## src/rtl/control_sequencer.sv

```systemverilog
// Hardwired control sequencer: fetch (T0-T2), decode, and three-register ALU execute (T3-T5).
// Outputs are decoded purely from registered state, so they only move on a Clock edge or Clear.
module control_sequencer #(
    parameter int unsigned TIMEOUT = 16,
    parameter int unsigned CNT_W   = 16
) (
    input  logic             Clock,
    input  logic             Clear,
    input  logic             Run,
    input  logic [31:0]      IR,
    input  logic             MemRdy,
    output logic [15:0]      Rin,
    output logic [15:0]      Rout,
    output logic             PCout,
    output logic             PCin,
    output logic             MARin,
    output logic             MDRin,
    output logic             MDRout,
    output logic             IRin,
    output logic             Yin,
    output logic             ZLowin,
    output logic             ZHighin,
    output logic             ZLowout,
    output logic             IncPC,
    output logic             Read,
    output logic [4:0]       OP,
    output logic             Busy,
    output logic             Halted,
    output logic             Fault,
    output logic [CNT_W-1:0] InstrCount
);

    localparam int unsigned WaitW = (TIMEOUT > 1) ? $clog2(TIMEOUT) : 1;
    localparam logic [WaitW-1:0] WaitLast = WaitW'(TIMEOUT - 1);

    typedef enum logic [3:0] {
        StIdle, StT0, StT1, StT1w, StT2, StDec, StT3, StT4, StT5, StHalt, StFault
    } state_e;

    state_e           state_q, state_d;
    logic [WaitW-1:0] wait_q, wait_d;
    logic [CNT_W-1:0] count_q, count_d;
    logic [4:0]       dec_op_q, dec_op_d;
    logic [4:0]       op_q, op_d;
    logic [3:0]       ra_q, ra_d, rb_q, rb_d, rc_q, rc_d;

    // Only opcode and register fields are used by this unit.
    logic unused_ir;
    assign unused_ir = ^IR[14:0];

    // State and sequencing registers; Clear returns everything to IDLE with zeroed outputs.
    always_ff @(posedge Clock or negedge Clear) begin
        if (!Clear) begin
            state_q  <= StIdle;
            wait_q   <= '0;
            count_q  <= '0;
            dec_op_q <= '0;
            op_q     <= '0;
            ra_q     <= '0;
            rb_q     <= '0;
            rc_q     <= '0;
        end else begin
            state_q  <= state_d;
            wait_q   <= wait_d;
            count_q  <= count_d;
            dec_op_q <= dec_op_d;
            op_q     <= op_d;
            ra_q     <= ra_d;
            rb_q     <= rb_d;
            rc_q     <= rc_d;
        end
    end

    // Next-state, memory wait timeout, opcode decode and retire counting.
    always_comb begin
        state_d  = state_q;
        wait_d   = wait_q;
        count_d  = count_q;
        dec_op_d = dec_op_q;
        op_d     = op_q;
        ra_d     = ra_q;
        rb_d     = rb_q;
        rc_d     = rc_q;
        unique case (state_q)
            StIdle: if (Run) state_d = StT0;
            StT0:   state_d = StT1;
            StT1: begin
                state_d = StT1w;
                wait_d  = '0;
            end
            StT1w: begin
                if (MemRdy) begin
                    state_d = StT2;
                end else if (wait_q == WaitLast) begin
                    state_d = StFault;
                end else begin
                    wait_d = wait_q + WaitW'(1);
                end
            end
            StT2: state_d = StDec;
            StDec: begin
                // Fields are captured here so later IR changes cannot disturb T3-T5.
                ra_d    = IR[26:23];
                rb_d    = IR[22:19];
                rc_d    = IR[18:15];
                state_d = StT3;
                case (IR[31:27])
                    5'b00011: dec_op_d = 5'b00100;
                    5'b00100: dec_op_d = 5'b00101;
                    5'b00101: dec_op_d = 5'b00110;
                    5'b00110: dec_op_d = 5'b00111;
                    5'b11011: state_d  = StHalt;
                    default:  state_d  = StFault;
                endcase
            end
            StT3: begin
                state_d = StT4;
                op_d    = dec_op_q;  // OP becomes visible in T4 and holds until reloaded
            end
            StT4: state_d = StT5;
            StT5: begin
                count_d = count_q + CNT_W'(1);
                state_d = Run ? StT0 : StIdle;
            end
            StHalt:  state_d = StHalt;
            StFault: state_d = StFault;
            default: state_d = StIdle;
        endcase
    end

    // Moore output decode from the registered state and captured fields.
    always_comb begin
        Rin     = '0;
        Rout    = '0;
        PCout   = 1'b0;
        PCin    = 1'b0;
        MARin   = 1'b0;
        MDRin   = 1'b0;
        MDRout  = 1'b0;
        IRin    = 1'b0;
        Yin     = 1'b0;
        ZLowin  = 1'b0;
        ZHighin = 1'b0;
        ZLowout = 1'b0;
        IncPC   = 1'b0;
        Read    = 1'b0;
        Busy    = 1'b1;
        Halted  = 1'b0;
        Fault   = 1'b0;
        unique case (state_q)
            StIdle: Busy = 1'b0;
            StT0: begin
                PCout   = 1'b1;
                MARin   = 1'b1;
                IncPC   = 1'b1;
                ZLowin  = 1'b1;
                ZHighin = 1'b1;
            end
            StT1: begin
                ZLowout = 1'b1;
                PCin    = 1'b1;
                Read    = 1'b1;
            end
            StT1w: begin
                Read  = 1'b1;
                MDRin = 1'b1;
            end
            StT2: begin
                MDRout = 1'b1;
                IRin   = 1'b1;
            end
            StDec: ;
            StT3: begin
                Rout = 16'h0001 << rb_q;
                Yin  = 1'b1;
            end
            StT4: begin
                Rout   = 16'h0001 << rc_q;
                ZLowin = 1'b1;
            end
            StT5: begin
                ZLowout = 1'b1;
                Rin     = 16'h0001 << ra_q;
            end
            StHalt: begin
                Busy   = 1'b0;
                Halted = 1'b1;
            end
            StFault: begin
                Busy  = 1'b0;
                Fault = 1'b1;
            end
            default: Busy = 1'b0;
        endcase
    end

    assign OP         = op_q;
    assign InstrCount = count_q;

endmodule

```

## config.mk

```make
export PLATFORM = sky130hd
export DESIGN_NAME = control_sequencer
export DESIGN_NICKNAME = d
export VERILOG_FILES = /design/src/rtl/control_sequencer.sv
export SDC_FILE = /design/constraint.sdc
export NUM_CORES = 1
export LEC_CHECK = 0
export BUFFER_PORTS_ARGS = -buffer_cell sky130_fd_sc_hd__clkbuf_2
export CORE_MARGIN = 2
export CORE_UTILIZATION = 28
export CTS_BUF_LIST = sky130_fd_sc_hd__clkbuf_16
export CTS_CLUSTER_DIAMETER = 200
export DETAILED_ROUTE_END_ITERATION = 16
export PLACE_DENSITY_LB_ADDON = 0.3
export SLEW_MARGIN = 10
export SYNTH_ARGS = -nofsm -noshare
export SYNTH_HDL_FRONTEND = slang
export SYNTH_SLANG_ARGS = --single-unit
```

## constraint.sdc

```tcl
create_clock -name Clock -period 2.36 [get_ports Clock]
set_input_delay 0.236 -clock Clock [delete_from_list [all_inputs] [get_ports Clock]]
set_output_delay 0.236 -clock Clock [all_outputs]
set_load 0.01 [all_outputs]
```

==> results.py <==
metrics = {
    "finish": {
        "drive_gt1_frac": 0.389,
        "multiInputGateArea_mm2": 0.00126,
        "seqCellArea_mm2": 0.00105,
        "synthToLayoutAreaGrowth_pct": 30.8,
        "nFillCells": 853,
        "layout_common_cells": "86 x clkbuf_2, 43 x nor2_1, 41 x dfrtp_1",
        "fin_nets": 384,
        "layout.cells.non_filler": 452,
        "final_common_cell": "clkbuf_2",
        "diodes": 0,
    },
    "drt": {
        "vias_per_cell": 4.70,
        "drt_iter0_drc": 73,
        "dr.pass1.iters": 4,
        "drc_errors": 0,
        "wl_per_cell_um": 12.4,
        "drtAntennaViolNets": 0,
        "wirelength_um": 5600,
        "via_count": 2125,
    },
    "synth": {
        "synth-seq-cells": 42,
        "ys_seq_area_frac": 0.440,
        "synth-async-reset-ratio": 1.00,
        "yosysWarnings": 0,
        "synth_area_per_cell_um2": 9.22,
        "synth_edf_count": 0,
        "synth_area_mm2": 0.00239,
        "synthDistinctLibCells": 47,
        "ys.flop_type": "dfrtp_1",
        "syn_inst": 259,
    },
    "critical_path": {
        "endpoint_kind": "primary output",
        "crit_arrival_ns": 1.97,
        "required_ns": 2.12,
        "cp-start-kind": "register",
        "worst-setup-path-type": "register to primary output",
        "worst-r2r-setup-slack_ns": 0.40,
        "reg2reg_to": "InstrCount[15]",
        "cp_max_fo": 8,
        "cp-endpoint": "Rin[0]",
        "r2r_start": "state_q[3]",
        "critPathLaunch": "state_q[3]",
        "reg2regPathDepth": 4,
    },
    "timing": {
        "max_freq_mhz": 454,
        "fin_skew_ns": 0.00848,
        "hold_viol": 0,
        "tightest_slew_ns": 0.831,
        "post-route-period-util": 0.934,
        "setup_tns_ns": 0,
        "drv_slew": 0,
        "rsz0062_at_grt": "no",
        "setup_viol": 0,
        "period_needed_ns": 2.20,
        "slew_headroom": 0.446,
    },
    "global_routing": {
        "grt_use_met3": 0.0352,
        "grt_pass1_wl_um": 8900,
        "overflow": 0,
        "grt_max_degree": 33,
        "antenna_found_initial": 0,
        "grt_pass1_vias": 1938,
        "use_met1": 0.167,
        "use_met2": 0.186,
        "grt_busiest_layer": "met2",
        "track_usage": 0.121,
    },
    "clocking": {
        "cts_tree": "built",
        "clock_latency_ns": 0.29,
        "clk_pin_slew_ns": 0.07,
        "htreeDepth": 2,
        "clockBufferDepth": 2,
        "cts_buffers": 5,
        "clock_sinks": 42,
        "cts_root_buffer": "clkbuf_16",
    },
    "placed_design": {
        "port_buffers": 86,
        "dp_hpwl_um": 4250,
        "dp.cells": 443,
        "place_congestion": 0.809,
    },
    "pwr": {
        "p_leak_nw": 1.54,
        "ir_drop_uv": 476,
        "power_mw": 3.14,
        "powerDensity_mw_per_mm2": 1010,
    },
    "min_path": {
        "hp-class": "primary input to async pin",
    },
    "die": {
        "die_x_um": 96.3,
        "core-area_mm2": 0.00826,
        "rows": 33,
        "pin_count": 104,
        "fp.dieH_um": 96.3,
        "dieArea_mm2": 0.00928,
        "start_util": 0.289,
    },
    "flow_run": {
        "max_cap_viol_count": 0,
    },
    "outcome": {
        "status": "completed",
    },
}
flip-flops by register name (all words and copies together), names as in the netlist:
register / count
ra_q: 4
wait_q: 4
OP: 3
state_q: 4
dec_op_q: 3
InstrCount: 16
rc_q: 4
rb_q: 4
metrics by stage:
stage | util | setup WS [ns] | hold WS [ns] | instance area [µm²]
after CTS | 0.375 | 0.0536 | 0.0642 | 3100
after detailed placement | 0.356 | 0.239 | 0.376 | 2940
final | 0.378 | 0.155 | 0.0338 | 3120
after floorplan | - | 0.301 | -0.0596 | 2390
after global routing | 0.378 | 0.0268 | 0.0958 | 3120
after global placement | 0.356 | 0.275 | 0.375 | 2940
metal layers:
metal | routed length [µm] | up-vias | part of all wire
li1 | - | 1066 | -
met1 | 2770 | 996 | 0.49
met2 | 2470 | 61 | 0.44
met3 | 332 | 2 | 0.059
met4 | 29 | 0 | 0.0052
met5 | 0 | - | 0
kinds of logic after synthesis:
logic type      synth area share
simple gates               0.261
flops                      0.440
compound gates            0.0729
buf+inv                   0.0482
xor+xnor                  0.0734
mux                       0.0922
fa+ha+maj                 0.0105
other cells              0.00157
area by class of cell:
| cell class | instances | share of cell area |
|---|---|---|
| clock buffer | 5 | 0.0401 |
| timing repair buffer | 96 | 0.162 |
| multi-input combinational | 196 | 0.404 |
| inverter | 5 | 0.00601 |
| clock inverter | 3 | 0.00922 |
| sequential | 42 | 0.337 |
| tap | 105 | 0.0421 |
cell usage after synthesis (all sizes together), types with 2 or more instances:
cell type | count | area, µm²
nand4 | 4 | 25.0
nor4 | 2 | 18.8
or4 | 2 | 18.8
mux2i | 4 | 40.0
inv | 5 | 18.8
ha | 2 | 25.0
or2 | 2 | 12.5
nand2 | 29 | 109
xnor2 | 11 | 96.3
nor2 | 43 | 161
o22ai | 2 | 12.5
a211oi | 3 | 22.5
xor2 | 9 | 78.8
nand3 | 5 | 25.0
buf | 9 | 66.3
nand2b | 10 | 62.6
nor3 | 14 | 75.1
dfrtp | 42 | 1050
mux2 | 16 | 180
a21oi | 4 | 20.0
nand4b | 2 | 17.5
and3 | 2 | 12.5
clkbuf | 8 | 30.0
a211o | 2 | 17.5
or3b | 2 | 17.5
o21ai | 9 | 45.0
worst max-delay path, cell delays in order (launching register included):
cell	delay, ns
dfrtp_2	0.44
or4b_4	0.53
or3_1	0.40
nor3_1	0.15
clkbuf_2	0.16
power by group:
part | internal [mW] | leakage (nW) | switching, mW
Combinational | 0.576 | 0.913 | 0.746
Sequential | 0.922 | 0.553 | 0.181
Clock | 0.405 | 0.0763 | 0.310
Total | 1.90 | 1.54 | 1.24
repair_timing:
action                                  in CTS  in global routing
endpoints found under the setup margin       1                 22
hold buffers                                 0                  0
gates resized for setup                      1                  5
pin swaps                                    0                  1
setup buffers                                0                  1
worst min path at each step:
stage,start,endpoint,slack [ns],depth (start not counted)
finish,Clear,InstrCount[0],0.03,1
CTS,Clear,InstrCount[8],0.06,1
global placement,Clear,InstrCount[10],0.38,1
detailed placement,Clear,InstrCount[10],0.38,1
floorplan,Clear,InstrCount[0],-0.06,0
global route,Clear,InstrCount[10],0.1,1
Note: power is estimated with default switching activity, not from simulation.
